[src/rtl/bcd_pkg.sv]
// Shared types and constants for the sequential binary-to-BCD converter.
package bcd_pkg;

  typedef enum logic [1:0] {
    StIdle,
    StShift,
    StDone
  } bcd_state_e;

  // A nibble at or above ADJ_THRESH would pass 9 when doubled, so ADJ_ADD is added first
  localparam logic [3:0] ADJ_THRESH = 4'd5;
  localparam logic [3:0] ADJ_ADD    = 4'd3;

  // ceil(w * log10(2)) in integer arithmetic: number of decimal digits for a w-bit value
  function automatic int unsigned bcd_digits_needed(input int unsigned w);
    return (w * 32'd30103 + 32'd99999) / 32'd100000;
  endfunction

endpackage

[src/rtl/bcd_digit_adj.sv]
// Combinational add-3 correction for one BCD nibble, applied before each shift.
module bcd_digit_adj
  import bcd_pkg::*;
(
  input  logic [3:0] nib_i,
  output logic [3:0] nib_o
);

  // Bias the nibble so the following doubling carries at 10 instead of 16
  always_comb begin
    nib_o = nib_i;
    if (nib_i >= ADJ_THRESH) begin
      nib_o = nib_i + ADJ_ADD;
    end
  end

endmodule

[src/rtl/binary_to_bcd_seq.sv]
// Multi-cycle double-dabble binary-to-BCD converter, one input bit per clock,
// with valid/ready handshakes on both sides.
// Optional macro BCD_SIGNED_EN: treat bin_in as two's complement and report sign_out.
module binary_to_bcd_seq
  import bcd_pkg::*;
#(
  parameter int unsigned BIN_W  = 16,
  parameter int unsigned DIGITS = 5
) (
  input  logic                  clk,
  input  logic                  rst_n,
  input  logic                  in_valid,
  output logic                  in_ready,
  input  logic [BIN_W-1:0]      bin_in,
  output logic                  out_valid,
  input  logic                  out_ready,
  output logic [4*DIGITS-1:0]   bcd_out,
  output logic                  overflow,
  output logic                  sign_out
);

  localparam int unsigned BcdW = 4 * DIGITS;
  localparam int unsigned CntW = $clog2(BIN_W + 1);
  // With enough digits nothing can ever leave the top nibble
  localparam bit OvfPossible = (DIGITS < bcd_digits_needed(BIN_W));

  bcd_state_e        state_q, state_d;
  logic [BIN_W-1:0]  bin_q, bin_d;
  logic [BcdW-1:0]   bcd_q, bcd_d;
  logic [BcdW-1:0]   bcd_adj;
  logic [CntW-1:0]   cnt_q, cnt_d;
  logic              ovf_q, ovf_d;
  logic              sign_q, sign_d;
  logic [BIN_W-1:0]  load_mag;
  logic              load_sign;

  for (genvar g = 0; g < DIGITS; g++) begin : g_adj
    bcd_digit_adj u_adj (
      .nib_i (bcd_q[4*g +: 4]),
      .nib_o (bcd_adj[4*g +: 4])
    );
  end

  // Value loaded into the shift register on acceptance
  always_comb begin
`ifdef BCD_SIGNED_EN
    load_sign = bin_in[BIN_W-1];
    // -2^(BIN_W-1) negates to itself, which reads correctly as an unsigned magnitude
    load_mag  = load_sign ? -bin_in : bin_in;
`else
    load_sign = 1'b0;
    load_mag  = bin_in;
`endif
  end

  // Next-state and datapath update
  always_comb begin
    state_d = state_q;
    bin_d   = bin_q;
    bcd_d   = bcd_q;
    cnt_d   = cnt_q;
    ovf_d   = ovf_q;
    sign_d  = sign_q;
    case (state_q)
      StIdle: begin
        if (in_valid) begin
          bin_d   = load_mag;
          bcd_d   = '0;
          ovf_d   = 1'b0;
          sign_d  = load_sign;
          cnt_d   = CntW'(BIN_W);
          state_d = StShift;
        end
      end
      StShift: begin
        bcd_d = {bcd_adj[BcdW-2:0], bin_q[BIN_W-1]};
        bin_d = {bin_q[BIN_W-2:0], 1'b0};
        if (OvfPossible && bcd_adj[BcdW-1]) begin
          ovf_d = 1'b1;
        end
        cnt_d = cnt_q - CntW'(1);
        if (cnt_q == CntW'(1)) begin
          state_d = StDone;
        end
      end
      StDone: begin
        if (out_ready) begin
          state_d = StIdle;
        end
      end
      default: state_d = StIdle;
    endcase
  end

  // State registers with synchronous active-low reset
  always_ff @(posedge clk) begin
    if (!rst_n) begin
      state_q <= StIdle;
      bin_q   <= '0;
      bcd_q   <= '0;
      cnt_q   <= '0;
      ovf_q   <= 1'b0;
      sign_q  <= 1'b0;
    end else begin
      state_q <= state_d;
      bin_q   <= bin_d;
      bcd_q   <= bcd_d;
      cnt_q   <= cnt_d;
      ovf_q   <= ovf_d;
      sign_q  <= sign_d;
    end
  end

  // Handshake outputs decoded from state
  always_comb begin
    in_ready  = (state_q == StIdle);
    out_valid = (state_q == StDone);
  end

  assign bcd_out  = bcd_q;
  assign overflow = ovf_q;
  assign sign_out = sign_q;

endmodule

[config.mk]
export PLATFORM = sky130hd
export DESIGN_NAME = binary_to_bcd_seq
export DESIGN_NICKNAME = d
export VERILOG_FILES = /design/src/rtl/bcd_pkg.sv /design/src/rtl/bcd_digit_adj.sv /design/src/rtl/binary_to_bcd_seq.sv
export SDC_FILE = /design/constraint.sdc
export NUM_CORES = 1
export LEC_CHECK = 0
export CORE_MARGIN = 2
export CORE_UTILIZATION = 26
export CTS_BUF_LIST = sky130_fd_sc_hd__clkbuf_4 sky130_fd_sc_hd__clkbuf_8
export CTS_CLUSTER_SIZE = 20
export DETAILED_ROUTE_END_ITERATION = 16
export GPL_TIMING_DRIVEN = 0
export MAX_ROUTING_LAYER = met4
export SETUP_SLACK_MARGIN = 0.3
export SLEW_MARGIN = 20
export SYNTH_ARGS = -nofsm -noshare
export SYNTH_HDL_FRONTEND = slang
export SYNTH_SLANG_ARGS = --single-unit
[constraint.sdc]
create_clock -name clk -period 2.8 [get_ports clk]
set_input_delay 0.28 -clock clk [delete_from_list [all_inputs] [get_ports clk]]
set_output_delay 0.28 -clock clk [all_outputs]
set_load 0.01 [all_outputs]
==> metrics.md, run 1 <==
| Metric | Value |
|---|---|
| Buf/Inv on CP | `3` |
| Total number of vias | `approximately 2,000` |
| Total power | `1.34 mW` |
| Sequential share of the synthesized area | `about two fifths` |
| Initial antenna violation count | `0` |
| Standard-cell rows | `33` |
| Cell with the biggest individual delay on the critical path | `clkdlybuf4s50_1` |
| Worst Setup Start Kind | `flip-flop` |
| Area leader, netlist | `dfxtp_1` |
| RePlAce Congestion | `slightly below 0.8` |
| Final Max Tran Viols | `0` |
| Die Span Y | `96.7 um` |
| Most used flip-flop cell after synthesis | `dfxtp_1` |
| Post-route DRC | `0` |
| Slowest Stage Delay on Critical Path | `0.57 ns` |
| Number of cell instances on the worst register-to-register path | `6` |
| Status | `complete, no violations` |
| Wirelength per Cell | `12.7 um` |
| Number of enable flip-flop cells after synthesis | `0` |
| Dominant delay contributor by cell family on the critical path | `buffers and inverters` |
| DR iter-0 viols | `90` |
| Number of antenna cells inserted | `0` |
| Gr ovfl total | `0` |
| Register-to-Register Setup Slack | `roughly 1.2 ns` |
| Setup WS pre-CTS | `1.03 ns` |
| Per-instance average area after synthesis | `around 8.5 um^2` |
| Number of post-CTS setup repair buffers | `0` |
| Initial cell density of the core | `a little over a quarter` |
| Yosys warnings | `0` |
| Average vias per placed instance | `4.75` |
| FF+latch count, synth | `43` |
| Critical path depth in cells | `4` |
| RSZ-0062 raised after global routing | `false` |
| Total of buffers placed on input and output ports | `between 40 and 50` |
| Proportion of layout cells with a drive suffix above 1 | `about an eighth` |
| NumNets Final | `between 300 and 400` |
| Final WL | `5330 um` |
| Series of cell instances along the critical path | `buf_6, inv_2, nor2_1, clkdlybuf4s50_1` |
| Number of cells upsized or downsized after cts | `0` |
| Number of buffers inserted by hold repair at cts | `0` |
| Root Driver | `clkbuf_8` |
| Min Clock Period, post-route | `1.90 ns` |
| Non-filler cells in the finished layout | `419` |
| Detailed-router iteration count before antenna repair | `4` |
| Count of nets left with antenna violations after detail routing | `0` |
| Final setup vio count | `0` |
| Nature of the critical path endpoint | `output port` |
| Maximum capacitance violations | `0` |
| Fraction of synthesis flops using an asynchronous set or reset pin | `0%` |
| Placeable Area | `approximately 8300 um^2` |
| CTS Sinks | `43` |
| Setup TNS | `0 ns` |
| Number of clock buffers inserted by TritonCTS | `5` |
| Area of the die | `9350 um^2` |
| Synth top area cells | `dfxtp_1 39%, o21ai_0 7.6%, ha_1 6.7%, a21oi_1 5.2%, nand2_1 4.9%` |
| Deepest level of the CTS H-tree | `2` |
| Tightest Hold Check Type | `flip-flop to flip-flop` |
| Fmax | `approximately 530 MHz` |
| Die X-Extent | `between 90 and 100 um` |
| TritonCTS clock tree | `built` |
| Power density over the cells | `approximately 460 nW/um^2` |
| Netlist cell types | `40` |
| Clock buffer depth | `2` |
| Leak | `between 1 and 1.5 nW` |
| CP Data Arrival Time | `1.62 ns` |
| Clock edge transition at the registers on the reported setup and hold paths | `about 0.080 ns` |
| Layout area overhead | `29.1%` |
| Gate count of the mapped netlist | `264` |
| Clock latency of the later-clocked register in the worst-skew pair | `about 0.3 ns` |
| Pin count of the biggest net entering global routing | `13` |
| Worst EP required | `between 2 and 3 ns` |
| Wire length of the first global-routing pass | `a little under 9000 um` |
| GRT Total Usage | `a little under an eighth` |
| Most instantiated library cell after synthesis | `dfxtp_1` |
| Crit share post-route | `about two thirds` |
| Area share of the leading cell type in the synthesized netlist | `about two fifths` |
| Via count of the first global-routing pass | `1,865` |
| Detailed placer's ending HPWL | `a little under 4000 um` |
| Worst-case clock skew | `roughly 0.006 ns` |
| Number of stages on the worst hold path | `2` |
| Fin worst setup slack | `about 0.90 ns` |
| Placed instance count | `between 400 and 500` |
| Most used standard cells in the synthesized netlist | `43 x dfxtp_1, 34 x o21ai_0, 29 x nand2_1` |
| Max FO, Critical Path | `9` |
| I/O pin cnt | `between 40 and 50` |
| Area of the mapped netlist | `between 2000 and 2500 um^2` |
| Number of endpoints with negative hold slack in the final report | `0` |
| Worst Setup Path Type | `flip-flop to output port` |
| Maximum resistive drop on vdd | `0.000281 V` |
## cell usage in the layout, fill, tap and decap left out, types with 2 or more instances in the layout
cell type	count
nand3_1	7
nand2b_1	5
o21ai_0	34
o21ai_2	6
mux2_2	5
buf_4	2
nor2b_1	4
o22ai_1	8
xor2_1	4
ha_1	12
clkbuf_1	4
nor3b_1	2
inv_1	13
a22oi_1	2
buf_2	3
xnor2_1	5
clkdlybuf4s50_1	41
nand2_1	29
clkbuf_8	7
nor3_1	6
a21oi_1	23
o21ai_1	5
buf_6	6
nor2_1	11
a21boi_0	6
dfxtp_1	43
conb_1	2
o31ai_1	4
## metrics by stage
| step | area, um^2 | hold slack, ns | util, % |
|---|---|---|---|
| floorplan | 2240 | 0.468 | - |
| global placement | 2780 | 0.475 | 33.7 |
| detailed placement | 2780 | 0.477 | 33.7 |
| CTS | 2880 | 0.489 | 34.9 |
| global route | 2880 | 0.511 | 34.9 |
| finish | 2880 | 0.489 | 34.9 |
## layer usage
layer,vias to the layer above,track usage (%),routed length [um]
met5,-,-,0
met4,0,3.25,61
li1,1008,-,-
met1,919,15.1,2570
met3,7,2.67,286
met2,55,18.7,2410
## power by group
group	switching, mW	internal [mW]	leakage, nW	total [mW]
Sequential	0.0207	0.646	0.352	0.667
Combinational	0.113	0.100	0.626	0.213
Clock	0.224	0.235	0.0549	0.459
Total	0.358	0.981	1.03	1.34
## cell type report
type                            count  area, um^2
Fill cell                         896        5370
Multi-Input combinational cell    192        1210
Sequential cell                    43         861
Timing Repair Buffer               41         410
Tap cell                          105         131
Buffer                             15         113
Clock buffer                        8         104
Inverter                           15        58.8
## cells by family (layout without fill, tap and decap cells)
| logic type | after synthesis | count (layout) | share of synthesized area, % |
|---|---|---|---|
| and+or+nand+nor | 73 | 73 | 16.7 |
| AOI/OAI and AO/OA | 91 | 91 | 24.1 |
| adders and majority gates | 12 | 12 | 6.72 |
| muxes | 5 | 5 | 2.52 |
| xor gates and xnor gates | 9 | 9 | 3.53 |
| DFF | 43 | 43 | 38.5 |
| other | 1 | 2 | 0.168 |
| buffers and inverters | 30 | 79 | 7.67 |
## registers in the layout (all words and copies together), names as in the netlist
register / flops
state_q: 2
bin_q: 16
bcd_out: 20
cnt_q: 5
## worst reg2reg max path: cells and delay by family (launching register included)
family,cells,cell delay [ns]
flops,1,0.38
mux,1,0.39
buf+inv,1,0.09
compound gates,2,0.40
simple gates,1,0.13
fa+ha+maj,1,0.17
## worst paths after layout
check	from	to
setup / recovery	state_q[1]$_SDFFE_PN0P_	out_valid
hold / removal	bcd_out[17]$_SDFFE_PN0P_	bcd_out[17]$_SDFFE_PN0P_
setup reg to reg	bcd_out[5]$_SDFFE_PN0P_	bcd_out[6]$_SDFFE_PN0P_
hold reg to reg	bcd_out[17]$_SDFFE_PN0P_	bcd_out[17]$_SDFFE_PN0P_
(Power assumes the default switching activity.)
==> inputs of run 2 (changes only) <==
- clock period: 2.8 -> 1.9 ns (I/O delays scaled with it)
==> metrics.md, run 2 (synthesis gave the netlist of run 1 again) <==
| Metric | Value |
|---|---|
| Final WL | `5350 um (was 5330 um)` |
| Final Max Tran Viols | `0 (unchanged)` |
| Max FO, Critical Path | `4 (was 9)` |
| Worst Hold Slack | `0.489 ns (about the same)` |
| Total number of vias | `1,987 (was 1,989)` |
| Deepest level of the CTS H-tree | `2 (unchanged)` |
| Worst max-slew margin expressed relative to the limit | `about two thirds` |
| Placeable Area | `8260 um^2 (unchanged)` |
| DR iter-0 viols | `84 (was 90)` |
| R2R Path Start | `bcd_out[9]$_SDFFE_PN0P_ (was bcd_out[5]$_SDFFE_PN0P_)` |
| Maximum resistive drop on vdd | `0.000418 V (was 0.000281 V)` |
| Nature of the critical path endpoint | `flip-flop (was output port)` |
| Fin worst setup slack | `0.373 ns (was 0.896 ns)` |
| Total power | `1.98 mW (was 1.34 mW)` |
| Initial antenna violation count | `0 (unchanged)` |
| CTS Sinks | `43 (unchanged)` |
| RePlAce Congestion | `0.778 (unchanged)` |
| Worst EP required | `2.14 ns (was 2.52 ns)` |
| Initial cell density of the core | `27.1% (unchanged)` |
| Timing startpoint of the critical path | `bcd_out[9]$_SDFFE_PN0P_ (was state_q[1]$_SDFFE_PN0P_)` |
| Worst-case clock skew | `0.00472 ns (was 0.00602 ns)` |
| Final design instance area without fill | `2920 um^2 (was 2880 um^2)` |
| Net switching power | `532 uW (was 358 uW)` |
| Tightest Hold Check Type | `flip-flop to flip-flop (unchanged)` |
| Detailed-router iteration count before antenna repair | `4 (unchanged)` |
| Root Driver | `clkbuf_8 (unchanged)` |
| Clock edge transition at the registers on the reported setup and hold paths | `0.08 ns (about the same)` |
| Commonest non-fill, non-tap cell in the layout | `dfxtp_1 (unchanged)` |
| Detailed placer's ending HPWL | `3900 um (unchanged)` |
| Layout area overhead | `30.6% (was 29.1%)` |
| Non-filler cells in the finished layout | `421 (was 419)` |
| Min Clock Period, post-route | `roughly 1.5 ns` |
| Wirelength per Cell | `12.7 um (about the same)` |
| Clock latency of the later-clocked register in the worst-skew pair | `0.30 ns (about the same)` |
| Via count of the first global-routing pass | `1,868 (was 1,865)` |
| Proportion of layout cells with a drive suffix above 1 | `14.6% (was 12.1%)` |
| Gr ovfl total | `0 (unchanged)` |
| Setup TNS | `0 ns (unchanged)` |
| Area of the die | `9350 um^2 (unchanged)` |
| TritonCTS clock tree | `built (unchanged)` |
| Die Span Y | `96.7 um (unchanged)` |
| Number of cell instances on the worst register-to-register path | `6 (unchanged)` |
| Leak | `1.05 nW (was 1.03 nW)` |
| Post-route DRC | `0 (unchanged)` |
| Worst-Margin Slew | `0.480 ns` |
| Register-to-Register Setup Slack | `0.37 ns (was 1.17 ns)` |
| Switching power share of the total | `26.9% (was 26.7%)` |
| Standard-cell rows | `33 (unchanged)` |
| Power density over the cells | `677 nW/um^2 (was 464 nW/um^2)` |
| Total placed instance area | `2780 um^2 (unchanged)` |
| Count of nets left with antenna violations after detail routing | `0 (unchanged)` |
| Combinational share of power | `15.9% (about the same)` |
| Pin count of the biggest net entering global routing | `13 (unchanged)` |
| Final core utilization | `35.3% (was 34.9%)` |
| CP Data Arrival Time | `1.77 ns (was 1.62 ns)` |
| Clock network power share | `34.4% (was 34.3%)` |
| Number of antenna cells inserted | `0 (unchanged)` |
| Average vias per placed instance | `4.72 (was 4.75)` |
| Internal power of the cells | `1.44 mW (was 981 uW)` |
| Clock buffer depth | `2 (unchanged)` |
| Number of clock buffers inserted by TritonCTS | `5 (unchanged)` |
| Number of endpoints with negative hold slack in the final report | `0 (unchanged)` |
| Placed instance count | `411 (unchanged)` |
| RSZ-0062 raised after global routing | `false (unchanged)` |
| Maximum capacitance violations | `0 (unchanged)` |
| Reg power frac | `49.7% (was 49.8%)` |
| Fmax | `about 650 MHz` |
| Wire length of the first global-routing pass | `8910 um (was 8900 um)` |
| Critical register-to-register path endpoint | `bcd_out[10]$_SDFFE_PN0P_ (was bcd_out[6]$_SDFFE_PN0P_)` |
| Worst Setup Path Type | `flip-flop to flip-flop (was flip-flop to output port)` |
| Setup WS pre-CTS | `0.222 ns (was 1.03 ns)` |
| Filler cells | `895 (was 896)` |
| Status | `complete, no violations (unchanged)` |
| Crit share post-route | `80.4%` |
| Number of stages on the worst hold path | `2 (unchanged)` |
| Die X-Extent | `96.7 um (unchanged)` |
| I/O pin cnt | `44 (unchanged)` |
| Top library cells by usage in the layout, fill and taps aside | `42 x dfxtp_1, 39 x clkdlybuf4s50_1, 34 x o21ai_0 (was 43 x dfxtp_1, 41 x clkdlybuf4s50_1, 34 x o21ai_0)` |
| GRT Total Usage | `11.8% (about the same)` |
| Worst Setup Start Kind | `flip-flop (unchanged)` |
| NumNets Final | `347 (was 345)` |
| Final setup vio count | `0 (unchanged)` |
| Capturing instance or port of the critical path | `bcd_out[10]$_SDFFE_PN0P_ (was out_valid)` |
| Flip-flop count of the largest register, all copies and words added | `20 (unchanged)` |
| Total of buffers placed on input and output ports | `41 (unchanged)` |
[run 2: power groups by stage]
| stage | clock network (mW) | registers (mW) | logic, mW |
|---|---|---|---|
| floorplan | 0 | 0.995 | 0.212 |
| global placement | 0 | 1.00 | 0.312 |
| detailed placement | 0 | 1.00 | 0.315 |
| CTS | 0.686 | 0.982 | 0.315 |
| global route | 0.730 | 0.990 | 0.349 |
| finish | 0.680 | 0.982 | 0.313 |
[run 2: repair_timing]
| item | 4_1_cts | 5_1_grt |
|---|---|---|
| cloned | 0 | 0 |
| buffers inserted | 0 | 2 |
| resized for setup | 6 | 3 |
| pin swaps | 0 | 2 |
| setup endpoints to repair | 6 | 5 |
| hold buffers | 0 | 0 |
[run 2: routing by layer]
metal	vias up	routed length [um]	track usage (%)
met5	-	0	-
met1	914	2650	15.1
met2	52	2380	18.7
met4	0	68	3.25
li1	1013	-	-
met3	8	248	2.67
[run 2: worst min-delay path by stage]
stage	to	slack, ns	startpoint
global placement	bcd_out[9]$_SDFFE_PN0P_	0.47	bcd_out[9]$_SDFFE_PN0P_
detailed placement	bcd_out[5]$_SDFFE_PN0P_	0.48	bcd_out[5]$_SDFFE_PN0P_
CTS	bcd_out[5]$_SDFFE_PN0P_	0.49	bcd_out[5]$_SDFFE_PN0P_
finish	bcd_out[17]$_SDFFE_PN0P_	0.49	bcd_out[17]$_SDFFE_PN0P_
global route	bcd_out[17]$_SDFFE_PN0P_	0.51	bcd_out[17]$_SDFFE_PN0P_
floorplan	bin_q[0]$_SDFFE_PN0P_	0.38	bin_in[0]
[run 2: area by class of cell]
type | count | area [um^2] | area share [%]
multi-input combinational | 192 | 1220 | 42.0
sequential | 43 | 862 | 29.5
timing repair buffer | 43 | 424 | 14.5
tap | 105 | 131 | 4.50
buffer | 15 | 113 | 3.86
clock buffer | 8 | 104 | 3.56
inverter | 15 | 58.8 | 2.02
[run 2: worst max-delay path: stages (launching register included)]
cell	delay, ns
dfxtp_1	0.37
inv_1	0.08
ha_1	0.18
nand2b_1	0.15
a21oi_2	0.21
mux2_2	0.37
o21ai_2	0.11
==> inputs of run 3 (changes only) <==
- clock period: 1.9 -> 1.55 ns (I/O delays scaled with it)
==> metrics.md, run 3 (synthesis gave the netlist of run 1 again) <==
| Metric | Value |
|---|---|
| Commonest non-fill, non-tap cell in the layout | `o21ai_0 (was dfxtp_1)` |
| Post-route DRC | `0 (unchanged)` |
| RSZ-0062 raised after global routing | `true (was false)` |
| Detailed-router iteration count before antenna repair | `4 (unchanged)` |
| Clock buffer depth | `2 (unchanged)` |
| RePlAce Congestion | `0.786 (was 0.778)` |
| Initial cell density of the core | `27.1% (unchanged)` |
| Root Driver | `clkbuf_8 (unchanged)` |
| Worst Hold Slack | `0.501 ns (was 0.489 ns)` |
| Power density over the cells | `689 nW/um^2 (was 677 nW/um^2)` |
| Wirelength per Cell | `13.1 um (was 12.7 um)` |
| Placeable Area | `8260 um^2 (unchanged)` |
| Clock latency of the later-clocked register in the worst-skew pair | `0.30 ns (about the same)` |
| Proportion of layout cells with a drive suffix above 1 | `38.8% (was 14.6%)` |
| Placed instance count | `411 (unchanged)` |
| Area of the die | `9350 um^2 (unchanged)` |
| Worst Setup Start Kind | `flip-flop (unchanged)` |
| Initial antenna violation count | `0 (unchanged)` |
| Tightest Hold Check Type | `flip-flop to flip-flop (unchanged)` |
| Final WL | `5830 um (was 5350 um)` |
| Cell with the biggest individual delay on the critical path | `dfxtp_4 (was dfxtp_1)` |
| I/O pin cnt | `44 (unchanged)` |
| Status | `complete, no violations (unchanged)` |
| Worst EP required | `1.78 ns (was 2.14 ns)` |
| Number of antenna cells inserted | `0 (unchanged)` |
| Standard-cell rows | `33 (unchanged)` |
| Gr ovfl total | `0 (unchanged)` |
| Fmax | `738 MHz (was 655 MHz)` |
| Worst Setup Path Type | `flip-flop to flip-flop (unchanged)` |
| Leak | `1.40 nW (was 1.05 nW)` |
| Max FO, Critical Path | `4 (unchanged)` |
| Layout area overhead | `56.2% (was 30.6%)` |
| Top library cells by usage in the layout, fill and taps aside | `34 x o21ai_0, 29 x nand2_1, 21 x buf_4, 21 x dfxtp_1, 20 x dlygate4sd2_1 (was 42 x dfxtp_1, 39 x clkdlybuf4s50_1, 34 x o21ai_0)` |
| CTS Sinks | `43 (unchanged)` |
| Wire length of the first global-routing pass | `9340 um (was 8910 um)` |
| Deepest level of the CTS H-tree | `2 (unchanged)` |
| Number of endpoints with negative hold slack in the final report | `0 (unchanged)` |
| Series of cell instances along the critical path | `inv_4, ha_2, nand2b_4, a21oi_4, mux2_4, o21ai_2 (was inv_1, ha_1, nand2b_1, a21oi_2, mux2_2, o21ai_2)` |
| Via count of the first global-routing pass | `1,918 (was 1,868)` |
| Total power | `2.41 mW (was 1.98 mW)` |
| Clock edge transition at the registers on the reported setup and hold paths | `0.09 ns (was 0.08 ns)` |
| Min Clock Period, post-route | `1.35 ns (was 1.53 ns)` |
| Die Span Y | `96.7 um (unchanged)` |
| Non-filler cells in the finished layout | `445 (was 421)` |
| Number of clock buffers inserted by TritonCTS | `5 (unchanged)` |
| Maximum resistive drop on vdd | `0.000340 V (was 0.000418 V)` |
| Crit share post-route | `87.4% (was 80.4%)` |
| Detailed placer's ending HPWL | `3900 um (about the same)` |
| Final setup vio count | `0 (unchanged)` |
| TritonCTS clock tree | `built (unchanged)` |
| Flip-flop count of the largest register, all copies and words added | `20 (unchanged)` |
| Nature of the critical path endpoint | `flip-flop (unchanged)` |
| GRT Total Usage | `12.2% (was 11.8%)` |
| Average vias per placed instance | `4.72 (about the same)` |
| Pin count of the biggest net entering global routing | `13 (unchanged)` |
| Count of nets left with antenna violations after detail routing | `0 (unchanged)` |
| Die X-Extent | `96.7 um (unchanged)` |
| Fin worst setup slack | `0.195 ns (was 0.373 ns)` |
| Number of buffers inserted by hold repair at cts | `0 (unchanged)` |
| Buf/Inv on CP | `1 (unchanged)` |
| Dominant delay contributor by cell family on the critical path | `flip-flops (unchanged)` |
| Total of buffers placed on input and output ports | `41 (unchanged)` |
| Total number of vias | `2,102 (was 1,987)` |
| NumNets Final | `371 (was 347)` |
| DR iter-0 viols | `57 (was 84)` |
| Final Max Tran Viols | `0 (unchanged)` |
| Worst-case clock skew | `0.0111 ns (was 0.00472 ns)` |
| CP Data Arrival Time | `1.58 ns (was 1.77 ns)` |
| Slowest Stage Delay on Critical Path | `0.38 ns (was 0.37 ns)` |
| Maximum capacitance violations | `0 (unchanged)` |
| Setup WS pre-CTS | `-0.103 ns (was 0.222 ns)` |
run 3: area by class of cell:
class                      instances  area (um^2)
timing repair buffer              67          617
clock inverter                     1         3.75
multi-input combinational        192         1520
buffer                            15          129
clock buffer                       7         90.1
fill                             820         4770
sequential                        43          918
tap                              105          131
inverter                          15         83.8
run 3: where the power goes:
part / total [mW] / switching [mW] / internal, mW
clock network: 0.768 / 0.393 / 0.375
logic: 0.449 / 0.226 / 0.223
registers: 1.19 / 0.0416 / 1.15
run 3: metal layers:
| layer | GRT usage, % | up-vias | share of wire, % |
|---|---|---|---|
| li1 | - | 1064 | - |
| met1 | 15.9 | 991 | 47 |
| met2 | 19.7 | 42 | 49 |
| met3 | 2.67 | 5 | 3.5 |
| met4 | 2.60 | 0 | 0.57 |
| met5 | - | - | 0 |
run 3: worst paths after layout:
check | start | to | slack, ns | cells past startpoint
worst min register to register | bcd_out[8]$_SDFFE_PN0P_ | bcd_out[8]$_SDFFE_PN0P_ | 0.50 | 2
worst min-delay path | bcd_out[8]$_SDFFE_PN0P_ | bcd_out[8]$_SDFFE_PN0P_ | 0.50 | 2
worst max-delay path | bcd_out[9]$_SDFFE_PN0P_ | bcd_out[10]$_SDFFE_PN0P_ | 0.20 | 6
worst max register to register | bcd_out[9]$_SDFFE_PN0P_ | bcd_out[10]$_SDFFE_PN0P_ | 0.20 | 6
run 3: what timing repair did:
| item | in CTS | in global routing |
|---|---|---|
| setup endpoints to repair | 46 | 35 |
| cloned | 0 | 1 |
| buffers inserted | 15 | 10 |
| pin swaps | 11 | 11 |
| gates resized for setup | 65 | 30 |
run 3: worst register-to-register path: cells and delay by family, from the launching register on:
family / cells / cell delay (ns)
compound gates: 2 / 0.24
fa+ha+maj: 1 / 0.16
buf+inv: 1 / 0.05
flops: 1 / 0.38
mux: 1 / 0.31
simple gates: 1 / 0.14
run 3: per-stage QoR:
step / setup TNS, ns / utilization [%] / area, um^2
2_1_floorplan: 0 / - / 2480
3_3_place_gp: -0.667 / 36.6 / 3020
3_5_place_dp: -1.38 / 36.6 / 3020
4_1_cts: 0 / 40.0 / 3310
5_1_grt: 0 / 42.3 / 3490
6_report: 0 / 42.3 / 3490
